File: src/rtl/fetch_pkg.sv
// rtl/fetch_pkg.sv - shared types and constants for the instruction fetch front-end
package fetch_pkg;

    localparam int INSTR_BYTES = 4;

    typedef enum logic [1:0] {
        IDLE = 2'd0,
        REQ  = 2'd1,
        WAIT = 2'd2
    } fetch_state_t;

    typedef struct packed {
        logic [31:0] instr;
        logic [31:0] pc;
    } fetch_entry_t;

endpackage

File: src/rtl/fetch_fifo.sv
// rtl/fetch_fifo.sv - small power-of-two FIFO of {instruction, pc} entries with flush
module fetch_fifo
    import fetch_pkg::*;
#(
    parameter int DEPTH = 2
) (
    input  logic                       clk,
    input  logic                       rst_n,
    input  logic                       push,
    input  fetch_entry_t               push_entry,
    input  logic                       pop,
    input  logic                       flush,
    output fetch_entry_t               head,
    output logic [$clog2(DEPTH):0]     count,
    output logic                       full,
    output logic                       empty
);

    localparam int AW = $clog2(DEPTH);
    localparam int CW = AW + 1;

    fetch_entry_t   mem [DEPTH];
    logic [AW-1:0]  rd_ptr;
    logic [AW-1:0]  wr_ptr;
    logic [AW:0]    count_q;
    logic           do_push;
    logic           do_pop;

    assign full    = (count_q == CW'(DEPTH));
    assign empty   = (count_q == '0);
    assign do_pop  = pop & ~empty;
    assign do_push = push & (~full | do_pop);
    assign head    = mem[rd_ptr];
    assign count   = count_q;

    // Flush wins over any same-cycle push or pop.
    always_ff @(posedge clk or negedge rst_n) begin
        if (!rst_n) begin
            rd_ptr  <= '0;
            wr_ptr  <= '0;
            count_q <= '0;
            for (int i = 0; i < DEPTH; i++) begin
                mem[i] <= '0;
            end
        end else if (flush) begin
            rd_ptr  <= '0;
            wr_ptr  <= '0;
            count_q <= '0;
        end else begin
            if (do_push) begin
                mem[wr_ptr] <= push_entry;
                wr_ptr      <= wr_ptr + 1'b1;
            end
            if (do_pop) begin
                rd_ptr <= rd_ptr + 1'b1;
            end
            case ({do_push, do_pop})
                2'b10:   count_q <= count_q + 1'b1;
                2'b01:   count_q <= count_q - 1'b1;
                default: count_q <= count_q;
            endcase
        end
    end

endmodule

File: src/rtl/instr_fetch_queue.sv
// rtl/instr_fetch_queue.sv - fetch FSM, fetch pointer, credit check and redirect squash
module instr_fetch_queue
    import fetch_pkg::*;
#(
    parameter int          DEPTH      = 2,
    parameter logic [31:0] RESET_ADDR = 32'h0000_0000
) (
    input  logic        FETCH_CLK,
    input  logic        FETCH_RST_N,
    input  logic        FETCH_REDIRECT,
    input  logic [31:0] FETCH_REDIRECT_ADDR,
    output logic        MEM_REQ,
    output logic [31:0] MEM_ADDR,
    input  logic        MEM_GNT,
    input  logic        MEM_RVALID,
    input  logic [31:0] MEM_RDATA,
    output logic        INSTR_VALID,
    output logic [31:0] INSTR_DATA,
    output logic [31:0] INSTR_PC,
    input  logic        INSTR_READY
);

    localparam int AW = $clog2(DEPTH);
    localparam int CW = AW + 2;

    fetch_state_t   state_q;
    fetch_state_t   state_d;
    logic [31:0]    fptr;
    logic [31:0]    pc_q;
    logic [31:0]    redirect_target;
    logic           mem_req_q;
    logic [31:0]    mem_addr_q;
    logic           outstanding_q;
    logic           discard_q;
    logic           credit;
    logic           issue;
    logic           grant;
    logic           resp;
    logic           push;
    logic           pop;
    logic [CW-1:0]  used_slots;
    logic [AW:0]    fifo_count;
    logic           fifo_full;
    logic           fifo_empty;
    fetch_entry_t   push_entry;
    fetch_entry_t   head;
    logic           unused_addr_bits;

    assign redirect_target  = {FETCH_REDIRECT_ADDR[31:2], 2'b00};
    assign unused_addr_bits = ^FETCH_REDIRECT_ADDR[1:0];

    // A slot is reserved for every request in flight, so the FIFO can never overflow.
    assign used_slots = CW'(fifo_count) + CW'(outstanding_q);
    assign credit     = ~fifo_full & (used_slots < CW'(DEPTH));

    always_comb begin
        state_d = state_q;
        issue   = 1'b0;
        grant   = 1'b0;
        resp    = 1'b0;
        case (state_q)
            IDLE: begin
                if (credit && !FETCH_REDIRECT) begin
                    issue   = 1'b1;
                    state_d = REQ;
                end
            end
            REQ: begin
                if (MEM_GNT) begin
                    grant   = 1'b1;
                    state_d = WAIT;
                end
            end
            WAIT: begin
                if (MEM_RVALID) begin
                    resp    = 1'b1;
                    state_d = IDLE;
                end
            end
            default: state_d = IDLE;
        endcase
    end

    always_ff @(posedge FETCH_CLK or negedge FETCH_RST_N) begin
        if (!FETCH_RST_N) begin
            state_q <= IDLE;
        end else begin
            state_q <= state_d;
        end
    end

    // Once discard is set the pending grant must not advance fptr past the redirect target.
    always_ff @(posedge FETCH_CLK or negedge FETCH_RST_N) begin
        if (!FETCH_RST_N) begin
            mem_req_q     <= 1'b0;
            mem_addr_q    <= RESET_ADDR;
            fptr          <= RESET_ADDR;
            pc_q          <= '0;
            outstanding_q <= 1'b0;
            discard_q     <= 1'b0;
        end else begin
            if (issue) begin
                mem_req_q  <= 1'b1;
                mem_addr_q <= fptr;
            end else if (grant) begin
                mem_req_q  <= 1'b0;
            end

            if (FETCH_REDIRECT) begin
                fptr <= redirect_target;
            end else if (grant && !discard_q) begin
                fptr <= fptr + 32'(INSTR_BYTES);
            end

            if (grant) begin
                outstanding_q <= 1'b1;
                pc_q          <= mem_addr_q;
            end else if (resp) begin
                outstanding_q <= 1'b0;
            end

            if (resp) begin
                discard_q <= 1'b0;
            end else if (FETCH_REDIRECT && state_q != IDLE) begin
                discard_q <= 1'b1;
            end
        end
    end

    assign push       = resp & ~discard_q & ~FETCH_REDIRECT;
    assign pop        = INSTR_READY & ~fifo_empty & ~FETCH_REDIRECT;
    assign push_entry = {MEM_RDATA, pc_q};

    fetch_fifo #(
        .DEPTH (DEPTH)
    ) u_fifo (
        .clk        (FETCH_CLK),
        .rst_n      (FETCH_RST_N),
        .push       (push),
        .push_entry (push_entry),
        .pop        (pop),
        .flush      (FETCH_REDIRECT),
        .head       (head),
        .count      (fifo_count),
        .full       (fifo_full),
        .empty      (fifo_empty)
    );

    assign MEM_REQ     = mem_req_q;
    assign MEM_ADDR    = mem_addr_q;
    assign INSTR_VALID = ~fifo_empty;
    assign INSTR_DATA  = head.instr;
    assign INSTR_PC    = head.pc;

endmodule

File: config.mk
export PLATFORM = sky130hd
export DESIGN_NAME = instr_fetch_queue
export DESIGN_NICKNAME = d
export VERILOG_FILES = /design/src/rtl/fetch_pkg.sv /design/src/rtl/fetch_fifo.sv /design/src/rtl/instr_fetch_queue.sv
export SDC_FILE = /design/constraint.sdc
export NUM_CORES = 1
export LEC_CHECK = 0
export ABC_AREA = 1
export CAP_MARGIN = 10
export CORE_MARGIN = 5
export CORE_UTILIZATION = 54
export DETAILED_ROUTE_END_ITERATION = 6
export HOLD_SLACK_MARGIN = 0.15
export PLACE_DENSITY = 0.81
export SLEW_MARGIN = 5
export SYNTH_ARGS = -nofsm -noshare
export SYNTH_HDL_FRONTEND = slang
export SYNTH_SLANG_ARGS = --single-unit
File: constraint.sdc
create_clock -name FETCH_CLK -period 2.2 [get_ports FETCH_CLK]
set_input_delay 0.22 -clock FETCH_CLK [delete_from_list [all_inputs] [get_ports FETCH_CLK]]
set_output_delay 0.22 -clock FETCH_CLK [all_outputs]
set_load 0.005 [all_outputs]
# ---- After elaboration in Yosys (flattened, before gate mapping)
# Cells that the tools add are included.
dict set report word_totals {
  register_bits 233
  latchBits 0
  ramBits 0
  rom_bits 0
  input_bits 70
  out_inout_bits 98
  wordCells 94
  mem_count 0
}
dict set report op_classes {
  n_addsub 6
  multipliers 0
  n_div 0
  n_lt_le_gt_ge 4
  n_eq_ne 8
  n_shift 0
  mux 30
  bitwise 14
  n_reduce_logical 18
}
# cell count
set op_table {}
lappend op_table {{$mux W64} 4}
lappend op_table {{$bwmux W128} 1}
lappend op_table {{$demux W64 S1} 1}
lappend op_table {{$mux W32} 2}
lappend op_table {{$add A32 B3 Y32 const B} 1}
lappend op_table {{$mux W1} 16}
lappend op_table {{$reduce_bool A2 Y1} 7}
lappend op_table {{$mux W2} 4}
lappend op_table {{$and A1 B1 Y1} 7}
lappend op_table {{$eq A2 B2 Y1 const B} 3}
lappend op_table {{$ne A2 B2 Y1 const B} 3}
lappend op_table {{$pmux W2 S3} 1}
lappend op_table {{$eq A2 B1 Y1 const B} 2}
lappend op_table {{$ge A2 B2 Y1 const B} 2}
lappend op_table {{$logic_and A1 B1 Y1} 4}
lappend op_table {{$logic_not A2 Y1} 2}
lappend op_table {{$not A1 Y1} 4}
lappend op_table {{$not A1 Y2} 2}
lappend op_table {{$pmux W2 S2} 1}
lappend op_table {{$add A2 B1 Y3} 1}
lappend op_table {{$lt A3 B2 Y1 const B} 1}
lappend op_table {{$reduce_and A3 Y1} 1}
lappend op_table {{$reduce_bool A3 Y1} 1}
lappend op_table {{$add A1 B1 Y1 const B} 2}
lappend op_table {{other kinds (6)} 7}

# ---- Longest topological paths before layout
# Gate-level depths: netlist of the first run.
dict set report depth {
  ltp_word 10
  depth_mapped 11
  ltp_nobuf 10
}

# ---- Hierarchy
# From an unflattened synthesis of the first run, not the netlist that was laid out.
dict set report hier_totals {
  hier_cells 1312
  hier_area_um2 10939.2
}
# module instances cells_per_inst area_per_inst_um2
set by_module_without_submodules {}
lappend by_module_without_submodules {fetch_fifo 1 722 6334.8}
lappend by_module_without_submodules {instr_fetch_queue 1 590 4604.4}

# ---- Worst setup path before layout of the first run
# OpenSTA, ideal clock, no wires.
dict set report synth_timing {
  path_type {register to register}
  startpoint {register state_q[0]}
  endpoint {register u_fifo.mem[81] (netlist name)}
  arrival_ns 1.461
  t_required_ns 2.070
  path_slack_ns 0.609
  path_stages_with_launch 11
  path_buffers 3
  path_cell_list {dfrtp_1 > nor2_1 > nand2_1 > nor2_2 > nand2_1 > or2_1 > buf_6 > buf_6 > buf_6 > nand2_1 > o21ai_1}
}
dict set report synth_via {
  elab_chain_cells 6
}
# element line
set synth_rtl {}
lappend synth_rtl {{start, declared} instr_fetch_queue.sv:26} ;# fetch_state_t state_q;
lappend synth_rtl {{start signal, assigned} instr_fetch_queue.sv:88} ;# state_q <= state_d;
lappend synth_rtl {{$eq A2 B2 Y1} instr_fetch_queue.sv:61} ;# case (state_q)
lappend synth_rtl {{$mux W1} instr_fetch_queue.sv:61}
lappend synth_rtl {{$and A1 B1 Y1 (2 in a row)} instr_fetch_queue.sv:130} ;# assign push = resp & ~discard_q & ~FETCH_REDIRECT;
lappend synth_rtl {{$and A1 B1 Y1} fetch_fifo.sv:32} ;# assign do_push = push & (~full | do_pop);
lappend synth_rtl {{$reduce_and A2 Y1 (no source line)} n/a}
lappend synth_rtl {{end signal, assigned by index} fetch_fifo.sv:51} ;# mem[wr_ptr] <= push_entry;
lappend synth_rtl {{end, declared} fetch_fifo.sv:22} ;# fetch_entry_t mem [DEPTH];
# No other way between the ends.
# A chain may end at the register's enable or synchronous reset.

# ---- Worst setup path in the final report of the first run
dict set report layout_timing {
  startpoint {register u_fifo.rd_ptr}
  endpoint {output port INSTR_PC[28]}
}
dict set report layout_via {
  elab_chain_cells 4
}
# element line
set layout_rtl {}
lappend layout_rtl {{start, declared} fetch_fifo.sv:23} ;# logic [AW-1:0] rd_ptr;
lappend layout_rtl {{start signal, assigned} fetch_fifo.sv:55} ;# rd_ptr <= rd_ptr + 1'b1;
lappend layout_rtl {{$not A1 Y2 (implied by the code)} fetch_fifo.sv:33} ;# assign head = mem[rd_ptr];
lappend layout_rtl {{$mux W64 (implied by the code) (3 in a row)} fetch_fifo.sv:33}
lappend layout_rtl {{end, declared} instr_fetch_queue.sv:19} ;# output logic [31:0] INSTR_PC,
# No other way between the ends. The select of a mux whose other input is x is not followed.

==> impl_metrics.toml, run 1 <==
[sta]
finalSetupViolCount = 0
fmaxAchievable_ghz = 0.4656
slew_violations = 0
tightest_slew_ps = 614.5
relSlewSlack_pct = 59.04
whs_ps = 281.8
finalClockSkew_ps = 10.25
rsz0062_at_grt = "true"
layout_min_cycle_time_ps = 2148
timing.final.crit_share_pct = 97.62
final_hold_viol_count = 0

[clock_tree]
cts_htree_levels = 1
clk_pin_slew_ps = 60
clk_path_buf_depth = 3
clk_latency_ps = 500
clock_sinks = 223
cts_buffers = 23
clockRootBuffer = "clkbuf_16"
cts_tree = "done"

[min_path]
hold_class = "input pin to flip-flop"
holdPathStages = 3

[layout]
layout.cells.non_filler = 1684
areaGrowthSynthToFinish_pct = 27.82
nNetsFinal = 1508
diodes = 0
final_util_pct = 69.54
drive_above_1_share_pct = 5.172

[die]
ios = 168
core_sq_um = 18580
die_y_microns = 146.8
rows = 50
start_util_pct = 54.40
fp.dieW_microns = 146.8
die_area_sq_um = 21560

[global_route]
overflow = 0
grt_usage_pct = 23.43
grt_pass1_vias = 8311
grt_max_degree = 75
grt_pass1_wl_microns = 41960
antenna_found_initial = 0

[synth]
synth-seq-cells = 223
synth.distinct_cells = 33
yosysSeqAreaShare_pct = 55.20
synth_edf_count = 0
synth.top_cell.area_share_pct = 55.20
synth_area_sq_um = 10110
yosysMostFrequentCell = "nand2_1"
yosys-top-cells-area = "dfrtp_1 55%, nand2_1 20%, o21ai_0 7.0%"
netlist_top_cells_count = "536 x nand2_1, 223 x dfrtp_1, 141 x o21ai_0"
ys_async_sr_fraction_pct = 100.0
synth_flop_cell = "dfrtp_1"
synth_top_area_cell = "dfrtp_1"
avgSynthCellArea_sq_um = 7.873
syn_inst = 1284
synth_warnings = 0

[worst_setup_path]
worstPathMaxFanout = 12
cp.arrival_ps = 1930
crit_cells = 5
cp_top_family = "buffers and inverters"
crit_buf_inv = 3
slowest_delay_ps = 520
crit_type = "flip-flop to output port"
crit_path_frequent_cell = "nand2_1"
cpMaxStageDelayCell = "clkdlybuf4s50_1"
crit_required_ps = 1980
end_kind = "output port"
rr_worst_depth = 8
cp-start-kind = "flip-flop"
cp_cell_sequence = "clkinv_4 -> clkbuf_16 -> nand2_1 -> nand2_1 -> clkdlybuf4s50_1"

[place]
dp_cells = 1640
place.gp.congestion = 0.8846
dp_hpwl_microns = 17550
port_buffers = 161

[detailed_routing]
detail_route.vias_per_cell = 5.150
dr.pass1.iters = 5
vias = 8673
wl_per_cell_microns = 15.19
drt-total-wl_microns = 25580
initialDrtViolationCount = 548
drc = 0
ant_nets = 0

[pwr]
p_per_area_nw_per_um2 = 1088
p_leak_nw = 6.443
max-vdd-ir-drop_v = 0.0005991

[status]
status = "completed"

[run]
maxCapViolCount = 0
cell families after synthesis:
| kind of cell | share of synthesized area [%] |
|---|---|
| AO/OA/AOI/OAI | 10.90 |
| XOR/XNOR | 1.126 |
| adder cells (fa/ha/maj) | 0.1238 |
| buffers and inverters | 7.588 |
| flip-flops | 55.20 |
| other | 0.03710 |
| AND/OR/NAND/NOR | 25.02 |
worst reg2reg max path, cell delays in order (launching register included):
cell,delay [ps]
dfrtp_1,430
ha_1,300
nand2_1,100
nor2_1,290
nand2_1,140
inv_1,160
nand2_1,90
xor2_1,150
a21oi_1,80
report_power, final:
part           total (mW)  leakage [nW]  switching (mW)  internal [mW]
clock network        3.67         0.337            1.53           2.14
logic                4.33          3.19            2.09           2.24
registers            6.05          2.92           0.789           5.26
total                14.1          6.44            4.41           9.65
cell type report:
class	count	area, sq um
Fill cell	1525	5659
Clock buffer	34	646.9
Clock inverter	4	51.30
Inverter	114	434.2
Tap cell	234	292.8
Timing Repair Buffer	191	2105
Sequential cell	223	5582
Multi-Input combinational cell	884	3810
sequential cells by signal, summed over array words and instances, names as in the netlist:
signal         count
outstanding_q      1
u_fifo.wr_ptr      1
discard_q          1
u_fifo.rd_ptr      1
u_fifo.count       2
MEM_ADDR          30
u_fifo.mem       124
pc_q              30
state_q            2
MEM_REQ            1
fptr              30
what timing repair did:
action                                  4_1_cts  5_1_grt
hold endpoints to repair                     70        0
resized for setup                             4       23
gates cloned                                  1        1
setup buffers                                 4        0
endpoints found under the setup margin       62       49
hold buffers                                  1        0
metrics by stage:
step                total power, mW  area (sq um)  setup TNS (ps)  setup WS [ps]
floorplan                     7.907         10120               0          609.1
global placement              10.25         12070               0          159.4
detailed placement            10.43         12070               0          106.3
CTS                           14.17         12840          -3.997         -3.997
global route                  14.97         12920          -211.8         -17.73
finish                        14.06         12920               0          52.39
layer usage:
metal  vias to the layer above  share of wire (%)  track usage, %
li1                       4312                  -               -
met1                      4047                 44           33.70
met2                       272                 47           37.89
met3                        42                6.8           3.300
met4                         0                2.2           5.880
met5                         -                  0               0
placed cells by master, fill, tap and decap left out, types with 2 or more instances in the layout:
master,synthesis,final
nand3_1,37,36
nand4_1,7,7
clkbuf_8,0,4
clkbuf_1,37,8
o22ai_1,2,2
o211ai_1,2,2
nand2_1,536,534
a21oi_1,9,9
conb_1,1,4
clkinv_2,1,2
clkdlybuf4s50_1,0,148
dfrtp_1,223,222
buf_12,0,14
nand2_2,1,3
inv_1,110,110
nor2_1,69,69
buf_4,4,9
xor2_1,12,12
o21ai_1,49,49
o21ai_0,141,141
a21boi_0,2,2
dlymetal6s2s_1,0,12
o21bai_1,2,2
buf_6,8,3
o21ai_2,3,3
clkbuf_16,0,24
worst paths after layout:
kind                                   end          start  slack, ps
setup / recovery              INSTR_PC[28]  u_fifo.rd_ptr         50
hold / removal             u_fifo.mem[122]  MEM_RDATA[26]        280
setup reg to reg                  fptr[10]        fptr[3]        340
hold reg to reg              outstanding_q  outstanding_q        480
max in group asynchronous     MEM_ADDR[29]    FETCH_RST_N       1170
min in group asynchronous  u_fifo.mem[122]    FETCH_RST_N        310
No activity file was read; power rests on OpenSTA's default activity.
==> run 2, diff against run 1 <==
--- a/config.mk
+++ b/config.mk
@@ -10,8 +10,8 @@
 export CORE_MARGIN = 5
 export CORE_UTILIZATION = 54
 export DETAILED_ROUTE_END_ITERATION = 6
-export HOLD_SLACK_MARGIN = 0.15
 export PLACE_DENSITY = 0.81
+export SKIP_CTS_REPAIR_TIMING = 1
 export SLEW_MARGIN = 5
 export SYNTH_ARGS = -nofsm -noshare
 export SYNTH_HDL_FRONTEND = slang
==> run 2 against run 1 <==
Effect of this change:
- the flow now finishes with violations (setup timing)
- clock-buffer cell count did not move
- clock skew fell by 2.3 ps
- utilization barely moved
- sequential power barely moved
- flip-flop and latch count did not move
- global-route usage fell by 0.27 points
- register-to-register slack barely moved
- worst setup slack got worse by 68 ps
- critical path type unchanged
==> impl_metrics.toml, run 2 (synthesis gave the netlist of run 1 again) <==
[status]
status = "complete, but fails checks"
violations = "setup timing"

[worst_setup_path]
rr_worst_depth = 7
crit_type = "flip-flop to output port"
reg2reg_slack_ps = 340
crit_end = "INSTR_PC[28]"
startpoint = "u_fifo.rd_ptr"
cp-start-kind = "flip-flop"
r2r_start = "fptr[3]"
end_kind = "output port"
worstPathMaxFanout = 12
r2r-end = "fptr[16]"
crit_required_ps = 1980
cp.arrival_ps = 2000

[sta]
finalSetupViolCount = 8
fmaxAchievable_ghz = 0.4514
final_hold_viol_count = 0
rsz0062_at_grt = "true"
whs_ps = 283.7
worst_slack_ps = -15.17
finalClockSkew_ps = 7.986
tightest_slew_ps = 619.1
layout_min_cycle_time_ps = 2215
slew_violations = 0
relSlewSlack_pct = 58.72
timing.final.crit_share_pct = 100.7

[pwr]
internal_power_mw = 9.661
max-vdd-ir-drop_v = 0.0006024
clkPwrFrac_pct = 26.1
pwr-share-comb_pct = 30.9
p_leak_nw = 6.378
seqPwrFrac_pct = 43.0
p_sw_share_pct = 31.32
p_per_area_nw_per_um2 = 1088
p_switching_mw = 4.406

[global_route]
grt_max_degree = 75
overflow = 0
antenna_found_initial = 0
grt_pass1_vias = 8280
grt_usage_pct = 23.16
grt_pass1_wl_microns = 41590

[layout]
largest-register = "u_fifo.mem"
areaGrowthSynthToFinish_pct = 27.89
diodes = 0
layout_commonest_cell = "nand2_1"
largest_register_ffs = 124
final_area_sq_um = 12930
final_cell_mix = "536 x nand2_1, 222 x dfrtp_1, 153 x clkdlybuf4s50_1"
nNetsFinal = 1510
drive_above_1_share_pct = 5.165

[die]
fp.dieW_microns = 146.8
die_area_sq_um = 21560
ios = 168
die_y_microns = 146.8
start_util_pct = 54.40
rows = 50
core_sq_um = 18580

[detailed_routing]
dr.pass1.iters = 4
drc = 0
initialDrtViolationCount = 574
detail_route.vias_per_cell = 5.154
drt-total-wl_microns = 25790
wl_per_cell_microns = 15.30
vias = 8689
ant_nets = 0

[clock_tree]
clk_latency_ps = 500
clk_path_buf_depth = 3
cts_tree = "done"
clock_sinks = 223
clockRootBuffer = "clkbuf_16"
cts_buffers = 23
clk_pin_slew_ps = 60
cts_htree_levels = 1

[run]
maxCapViolCount = 0

[place]
dp_hpwl_microns = 17550
place_area_sq_um = 12070
port_buffers = 161
place.gp.congestion = 0.8846

[min_path]
hold_class = "input pin to flip-flop"
-- run 2: how the worst min path moves through the flow --
stage | start | end | slack, ps | depth (start not counted)
3_5_place_dp | FETCH_RST_N | u_fifo.mem[123] | 290 | 1
3_3_place_gp | FETCH_RST_N | u_fifo.mem[122] | 280 | 1
2_1_floorplan | FETCH_RST_N | MEM_ADDR[10] | -80 | 0
6_report | MEM_RDATA[26] | u_fifo.mem[122] | 280 | 3
5_1_grt | FETCH_REDIRECT_ADDR[15] | fptr[15] | 300 | 3
4_1_cts | FETCH_RST_N | u_fifo.mem[58] | -240 | 1
-- run 2: cell type report --
| type | count | area (sq um) |
|---|---|---|
| multi-input cells | 884 | 3805 |
| well taps | 234 | 292.8 |
| fillers | 1513 | 5653 |
| flip-flops and latches | 223 | 5584 |
| inverters | 114 | 434.2 |
| clock buffers | 34 | 646.9 |
| repair buffers | 193 | 2113 |
| clock inverters | 4 | 51.30 |
-- run 2: per-stage QoR --
step | instances | TNS, ps | worst slack (ps) | power (mW) | utilization [%]
2_1_floorplan | 1287 | 0 | 609.1 | 7.907 | -
3_3_place_gp | 1640 | 0 | 159.4 | 10.25 | 64.94
3_5_place_dp | 1640 | 0 | 106.3 | 10.43 | 64.94
4_1_cts | 1678 | -7832 | -181.8 | 14.15 | 68.70
5_1_grt | 1686 | -2900 | -87.12 | 14.98 | 69.58
6_report | 1686 | -68.09 | -15.17 | 14.07 | 69.58
-- run 2: per-layer routing --
metal	part of all wire (%)	vias to the layer above	GRT usage, %
li1	-	4316	-
met4	2.3	0	6.021
met5	0	-	0
met3	6.0	44	3.331
met1	45	4063	33.29
met2	47	266	37.34
-- run 2: power groups by stage --
stage	clock (mW)	sequential, mW	combinational [mW]
2_1_floorplan	0	5.88	2.03
3_3_place_gp	0	6.06	4.19
3_5_place_dp	0	6.10	4.33
4_1_cts	3.73	6.04	4.38
5_1_grt	3.91	6.19	4.89
6_report	3.67	6.05	4.35
-- run 2: worst max-delay path, stage by stage (launching register included) --
cell	delay (ps)
dfrtp_4	540
inv_6	130
clkbuf_16	180
nand2_1	50
nand2_1	60
clkdlybuf4s50_1	520
